[config.mk]
export PLATFORM = sky130hd
export DESIGN_NAME = uart_pwm_hub
export DESIGN_NICKNAME = d
export VERILOG_FILES = /design/src/rtl/uart_pwm_hub.sv
export SDC_FILE = /design/constraint.sdc
export NUM_CORES = 1
export LEC_CHECK = 0
export CAP_MARGIN = 25
export CORE_MARGIN = 3
export CORE_UTILIZATION = 38
export CTS_BUF_LIST = sky130_fd_sc_hd__clkbuf_16
export CTS_CLUSTER_DIAMETER = 30
export DETAILED_ROUTE_END_ITERATION = 7
export GPL_TIMING_DRIVEN = 0
export RECOVER_POWER = 100
export REMOVE_ABC_BUFFERS = 1
export SYNTH_ARGS = -nofsm -noshare
export SYNTH_HDL_FRONTEND = slang
export SYNTH_SLANG_ARGS = --single-unit
export TNS_END_PERCENT = 100
[constraint.sdc]
create_clock -name clk -period 13.4 [get_ports clk]
set_input_delay 2.68 -clock clk [delete_from_list [all_inputs] [get_ports clk]]
set_output_delay 2.68 -clock clk [all_outputs]
set_load 0.005 [all_outputs]
[src/rtl/uart_pwm_hub.sv]
// UART-driven PWM hub: 8N1 receiver, A5/CH/DUTY parser, shared-counter PWM, link failsafe.
// Define UART_PWM_HUB_CHECKSUM_EN to require a trailing XOR checksum byte.
module uart_pwm_hub #(
  parameter int CLK_HZ      = 50000000,
  parameter int BAUD        = 115200,
  parameter int N_CH        = 4,
  parameter int PWM_W       = 8,
  parameter int TIMEOUT_CYC = 25000000
) (
  input  logic            clk,
  input  logic            rst,
  input  logic            rx,
  output logic [N_CH-1:0] pwm,
  output logic            frame_ok,
  output logic            frame_err,
  output logic            failsafe
);

  localparam int DIV = CLK_HZ / BAUD;
  localparam int CW  = $clog2(DIV);
  localparam int TW  = $clog2(TIMEOUT_CYC) + 1;

  localparam logic [CW-1:0] HALF  = CW'(DIV / 2);
  localparam logic [CW-1:0] DLAST = CW'(DIV - 1);
  localparam logic [TW-1:0] TLIM  = TW'(TIMEOUT_CYC - 1);
  localparam logic [7:0]    SYNC  = 8'hA5;
  localparam logic [7:0]    NCH8  = 8'(N_CH);

  typedef enum logic [1:0] {
    R_IDLE,
    R_START,
    R_DATA,
    R_STOP
  } rstate_t;

  typedef enum logic [1:0] {
    P_IDLE,
    P_CH,
    P_DUTY
`ifdef UART_PWM_HUB_CHECKSUM_EN
    , P_CHK
`endif
  } pstate_t;

  logic rx_m, rx_s, rx_d;
  logic fall;

  rstate_t rs, rs_n;
  logic [CW-1:0] rc, rc_n;
  logic [2:0] rb, rb_n;
  logic [7:0] rsh, rsh_n;
  logic rvld, rvld_n;
  logic rerr, rerr_n;

  pstate_t ps, ps_n;
  logic [2:0] ch, ch_n;
  logic fok, fok_n;
  logic ferr, ferr_n;
  logic wr;
  logic [7:0] wbyte;
`ifdef UART_PWM_HUB_CHECKSUM_EN
  logic [7:0] db, db_n;
`endif

  logic [PWM_W-1:0] shadow [N_CH];
  logic [PWM_W-1:0] duty [N_CH];
  logic [PWM_W-1:0] pc;
  logic [N_CH-1:0] pwm_q;
  logic [TW-1:0] tc, tc_inc;
  logic fs;

  // rx_d resets low, so a start edge needs a synchronised high first
  always_ff @(posedge clk or posedge rst) begin
    if (rst) begin
      {rx_m, rx_s, rx_d} <= 3'b000;
    end else begin
      {rx_m, rx_s, rx_d} <= {rx, rx_m, rx_s};
    end
  end

  assign fall = rx_d & ~rx_s;

  always_ff @(posedge clk or posedge rst) begin
    if (rst) begin
      rs   <= R_IDLE;
      rc   <= '0;
      rb   <= '0;
      rsh  <= '0;
      rvld <= 1'b0;
      rerr <= 1'b0;
    end else begin
      rs   <= rs_n;
      rc   <= rc_n;
      rb   <= rb_n;
      rsh  <= rsh_n;
      rvld <= rvld_n;
      rerr <= rerr_n;
    end
  end

  always_comb begin
    rs_n   = rs;
    rc_n   = rc;
    rb_n   = rb;
    rsh_n  = rsh;
    rvld_n = 1'b0;
    rerr_n = 1'b0;
    unique case (rs)
      R_IDLE: begin
        if (fall) begin
          rs_n = R_START;
          rc_n = '0;
        end
      end
      R_START: begin
        if (rc == HALF) begin
          rc_n = '0;
          rb_n = '0;
          rs_n = rx_s ? R_IDLE : R_DATA;
        end else begin
          rc_n = rc + 1'b1;
        end
      end
      R_DATA: begin
        if (rc == DLAST) begin
          rc_n  = '0;
          rsh_n = {rx_s, rsh[7:1]};
          rb_n  = rb + 1'b1;
          if (rb == 3'd7) rs_n = R_STOP;
        end else begin
          rc_n = rc + 1'b1;
        end
      end
      R_STOP: begin
        if (rc == DLAST) begin
          rs_n   = R_IDLE;
          rvld_n = rx_s;
          rerr_n = ~rx_s;
        end else begin
          rc_n = rc + 1'b1;
        end
      end
      default: rs_n = R_IDLE;
    endcase
  end

  always_ff @(posedge clk or posedge rst) begin
    if (rst) begin
      ps   <= P_IDLE;
      ch   <= '0;
      fok  <= 1'b0;
      ferr <= 1'b0;
    end else begin
      ps   <= ps_n;
      ch   <= ch_n;
      fok  <= fok_n;
      ferr <= ferr_n;
    end
  end

`ifdef UART_PWM_HUB_CHECKSUM_EN
  always_ff @(posedge clk or posedge rst) begin
    if (rst) begin
      db <= '0;
    end else begin
      db <= db_n;
    end
  end
`endif

  always_comb begin
    ps_n   = ps;
    ch_n   = ch;
    fok_n  = 1'b0;
    ferr_n = 1'b0;
    wr     = 1'b0;
    wbyte  = rsh;
`ifdef UART_PWM_HUB_CHECKSUM_EN
    db_n   = db;
`endif
    unique case (1'b1)
      rerr: begin
        ferr_n = 1'b1;
        ps_n   = P_IDLE;
      end
      rvld: begin
        unique case (ps)
          P_IDLE: begin
            if (rsh == SYNC) ps_n = P_CH;
          end
          P_CH: begin
            if (rsh >= NCH8) begin
              ferr_n = 1'b1;
              ps_n   = P_IDLE;
            end else begin
              ch_n = rsh[2:0];
              ps_n = P_DUTY;
            end
          end
          P_DUTY: begin
`ifdef UART_PWM_HUB_CHECKSUM_EN
            db_n = rsh;
            ps_n = P_CHK;
`else
            wr    = 1'b1;
            fok_n = 1'b1;
            ps_n  = P_IDLE;
`endif
          end
`ifdef UART_PWM_HUB_CHECKSUM_EN
          P_CHK: begin
            ps_n = P_IDLE;
            if (rsh == (SYNC ^ {5'b0, ch} ^ db)) begin
              wr    = 1'b1;
              wbyte = db;
              fok_n = 1'b1;
            end else begin
              ferr_n = 1'b1;
            end
          end
`endif
          default: ps_n = P_IDLE;
        endcase
      end
      default: ;
    endcase
  end

  always_ff @(posedge clk or posedge rst) begin
    if (rst) begin
      for (int i = 0; i < N_CH; i++) shadow[i] <= '0;
    end else if (wr) begin
      for (int i = 0; i < N_CH; i++) begin
        if (ch == 3'(i)) shadow[i] <= PWM_W'(wbyte) << (PWM_W - 8);
      end
    end
  end

  // duty is zeroed under failsafe so outputs only resume at a wrap
  always_ff @(posedge clk or posedge rst) begin
    if (rst) begin
      pc    <= '0;
      pwm_q <= '0;
      for (int i = 0; i < N_CH; i++) duty[i] <= '0;
    end else begin
      pc <= pc + 1'b1;
      for (int i = 0; i < N_CH; i++) begin
        if (fs) duty[i] <= '0;
        else if (&pc) duty[i] <= shadow[i];
        pwm_q[i] <= ~fs & (pc < duty[i]);
      end
    end
  end

  assign tc_inc = tc + 1'b1;

  // keyed on fok_n so failsafe drops in the cycle frame_ok is high
  always_ff @(posedge clk or posedge rst) begin
    if (rst) begin
      tc <= '0;
      fs <= 1'b0;
    end else if (fok_n) begin
      tc <= '0;
      fs <= 1'b0;
    end else begin
      if (tc != TLIM) tc <= tc_inc;
      if (tc_inc >= TLIM) fs <= 1'b1;
    end
  end

  assign pwm       = pwm_q;
  assign frame_ok  = fok;
  assign frame_err = ferr;
  assign failsafe  = fs;

endmodule

# Yosys cells after proc, flatten, opt, wreduce, memory -nomap -nowiden
# Index checks and enable logic that the tools add are counted.
# word_totals
ff_bits	137
word_cells	122
# classes
n_addsub	4
magnitude_cmp	6
eq_ne	20
muxes	40
n_bitwise	8
n_reduce_logical	19
# ops
op	count
8-bit two-way mux	8
26-bit two-way mux	2
9-bit two-way mux	4
9-bit case mux with 4 select lines	1
8-bit less-than comparator	4
26-bit by 1-bit adder with 26-bit output, second input constant	1
26-bit by 25-bit >= comparator with 1-bit output, second input constant	1
26-bit by 25-bit inequality test with 1-bit output, second input constant	1
2-bit two-way mux	8
2-bit AND reduction	7
2-bit inequality test, second input constant	6
1-bit two-way mux	10
2-bit nonzero test	5
9-bit by 1-bit adder with 9-bit output, second input constant	1
9-bit by 8-bit == test with 1-bit output, second input constant	1
9-bit == test, second input constant	1
8-bit by 1-bit adder with 8-bit output, second input constant	1
8-bit == test, second input constant	1
8-bit by 3-bit >= comparator with 1-bit output, second input constant	1
2-bit case mux with 2 select lines	2
2-bit case mux with 4 select lines	1
8-bit AND reduction	1
2-bit == test, second input constant	3
3-bit by 2-bit == test with 1-bit output, second input constant	2
14 further kinds	24

# Logic depth before layout (Yosys ltp)
# depth
word_depth	4
mapped_depth	9

# Least setup slack after synthesis
# No wires, ideal clock.
# synth_timing
kind	register -> output
from	reg fs (netlist: failsafe)
to	out failsafe
t_arrival_ps	360
setup_slack_ps	10360
path_stages_with_launch	1
path_buffers	0
cell_sequence	dfrtp_1
# synth_rtl
element	line_no	rtl
from (decl)	70	logic fs;
from (signal assigned)	261	fs <= 1'b0;
from (signal assigned)	264	fs <= 1'b0;
from (signal assigned)	267	if (tc_inc >= TLIM) fs <= 1'b1;
to (decl)	16	output logic failsafe
# No word-level cell between the ends.

==> metrics.txt <==
fin crit period 4.96 ns; initial antenna violation count 0; leakage power 3.51 nW; max-cap violations 2; mux cell area share after synthesis 7.34%; Simple-Gate Fraction of Synth Area 19.8%; largest family of logic cells by synthesized area simple AND/OR/NAND/NOR gates; Multi-input gate area 0.00316 mm2; port bufs 9; vias in the first global route 4773; Worst EP required 13.43 ns; Compound-Gate Fraction of Synth Area 8.63%; Peak VDD IR 0.0743 mV; final hold viol count 0; sequential element share of the synthesized area 49.5%; Final TNS setup 0 ns; crit-path max cell delay 1.73 ns; layout cell share with drive strength beyond 1 11.2%; Worst-path clk slew 0.06 ns; clk_skew 0.00874 ns; initial DRC count 310; crit-path cells dlygate4sd3_1 > clkinvlp_2; Post-synth EDFFs 0; startpoint types primary input; Total Nets Final 724; Worst R2R Start tc[6]$_DFFE_PP0P_; pin count of the biggest net entering global routing 72; DR WL/cell 14.8 um; total grt overflow 0; crit-path leading delay family buffers and inverters; Arrival @ worst endpoint 4.99 ns; Cell Pwr Density 117 mW/mm2; Hold WC Path Type reg2reg; flip-flop and latch area 0.00343 mm2; num ports 10; Yosys top cell area share 49.5%; list of most frequent post-synthesis cells dfrtp_1, nand2_1, nor2_1; Bufs and invs on worst path 2; Post-Syn Instances 678; die height 141 um; CTS root buf clkbuf_16; CTS max path bufs 2; WHS Endpoint rx_s$_DFF_PP0_; Syn Area/Cell 10.2 um2; fin crit share 37.0%; xor and xnor area share after synthesis 4.56%; max-slew violations 76; hold-fix buffers at CTS 0; DRT Pass-1 Iters 5; outcome complete, but fails checks; DP HPWL 9250 um; clk sink count 137; antenna cell count 0; drt total wl 13700 um; slowest CP cell clkinvlp_2; die span in x 141 um; failing checks max-capacitance violations, max-slew violations; via/cell ratio 5.21; Crit path depth 2; Worst Reg-to-Reg Cells 7; hold path cells 0; Crit Path Class in2async; Max H-tree Level 4; most common cell in the netlist dfrtp_1; fill cell count 1657; setup repair bufs after CTS 0; FFs w/ async S/R, synth 100%; YS warnings 0; DRT antenna net count 0; flops & latches, synth 137; Finished Cell Area 0.00775 mm2; CTS tree done; r2r setup slk 10.44 ns; clock buffer count from CTS 17; Total Routing Usage GR 14.5%; Cell variety after synth 60; worst rel slew slack -104%; Die ar. 0.0199 mm2; prevailing post-synth register cell dfrtp_1; DR vias 4817; area added between synthesis and finish 12.0%; Highest Clock Rate 202 MHz; Final setup violation count 0; worst skew pair latency 0.42 ns; Hold Crit Start rx_m$_DFF_PP0_; Resize count post-CTS 0; Starting Density 39.5%; CP Capture Type async pin; Adder-Cell Fraction of Synth Area 6.33%; routability cong. 0.833; Yosys top cell by area dfrtp_1; Site Rows 48; Crit Path Max Fanout 67; DRC Markers 0; CORE AREA 0.0175 mm2; placed inst area 0.00727 mm2; top post-synthesis cells by area dfrtp_1, mux2_2, ha_1; mapped cell area 0.00692 mm2; Worst-Margin Slew 3.05 ns; first-pass GRT wire length 23500 um; Crit Reg-Reg Endpoint failsafe$_DFFE_PP0P_; RSZ-0062 raised after global routing no
-- registers in the layout, summed over array words and instances, names as in the netlist, 4 cells and up, named ones only --
signal  count
rc          9
pwm         4
duty       32
rsh         8
shadow     32
tc         26
pc          8
-- worst max-delay path by stage --
stage                         start                 to  slack (ns)
3_3_place_gp                    rst  rc[0]$_DFFE_PP0P_        5.27
4_1_cts        failsafe$_DFFE_PP0P_           failsafe        8.92
6_report                        rst  tc[1]$_DFFE_PP0P_        8.44
3_5_place_dp   failsafe$_DFFE_PP0P_           failsafe        9.39
2_1_floorplan                   rst          async pin        7.05
5_1_grt                         rst  tc[0]$_DFFE_PP0P_        7.90
-- logic make-up (layout without fill, tap and decap cells) --
logic type	after synthesis	after routing
XOR/XNOR	36	36
adder cells (fa/ha/maj)	35	35
AND/OR/NAND/NOR	260	260
multiplexers	45	45
buffers and inverters	66	87
flip-flops	137	137
AO/OA/AOI/OAI	99	99
-- layout make-up --
cell class / instances / share of cell area [%]
clock buffer: 17 / 5.49
clock inverter: 15 / 1.74
inverter: 41 / 2.00
multi-input combinational: 475 / 40.7
sequential: 137 / 44.2
tap: 225 / 3.63
timing repair buffer: 14 / 2.18
-- where the power goes --
| part | total (mW) | internal, mW | switching [mW] | leakage [nW] |
|---|---|---|---|---|
| Sequential | 0.433 | 0.423 | 0.0106 | 1.87 |
| Clock | 0.443 | 0.270 | 0.174 | 0.264 |
| Combinational | 0.0336 | 0.0127 | 0.0209 | 1.38 |
-- metrics by stage --
stage | hold slack [ns] | utilization, % | cells | worst slack [ns] | power (mW)
2_1_floorplan | 0.331 | - | 653 | 7.05 | 0.465
3_3_place_gp | 0.342 | 40.9 | 887 | 5.27 | 0.472
3_5_place_dp | 0.344 | 41.5 | 891 | 9.39 | 0.475
4_1_cts | 0.348 | 44.7 | 923 | 8.92 | 0.923
5_1_grt | 0.360 | 44.2 | 924 | 7.90 | 0.952
6_report | 0.347 | 44.2 | 924 | 8.44 | 0.910
-- layout by cell type (no fill, tap or decap), types with 20 or more instances in the layout --
| cell | count |
|---|---|
| o21ai_0 | 20 |
| ha_1 | 35 |
| nor2_1 | 46 |
| mux2_2 | 41 |
| a21oi_1 | 44 |
| nand3_1 | 29 |
| nand2_1 | 91 |
| dfrtp_1 | 137 |
| inv_1 | 40 |
-- routing by layer --
| layer | track usage (%) | vias to the layer above | share of wire, % |
|---|---|---|---|
| met5 | 0 | - | 0 |
| met1 | 19.2 | 2349 | 47 |
| met4 | 5.41 | 0 | 1.6 |
| met3 | 3.70 | 20 | 3.4 |
| met2 | 23.2 | 75 | 48 |
| li1 | - | 2373 | - |
Power figures use the tool's default switching activity.
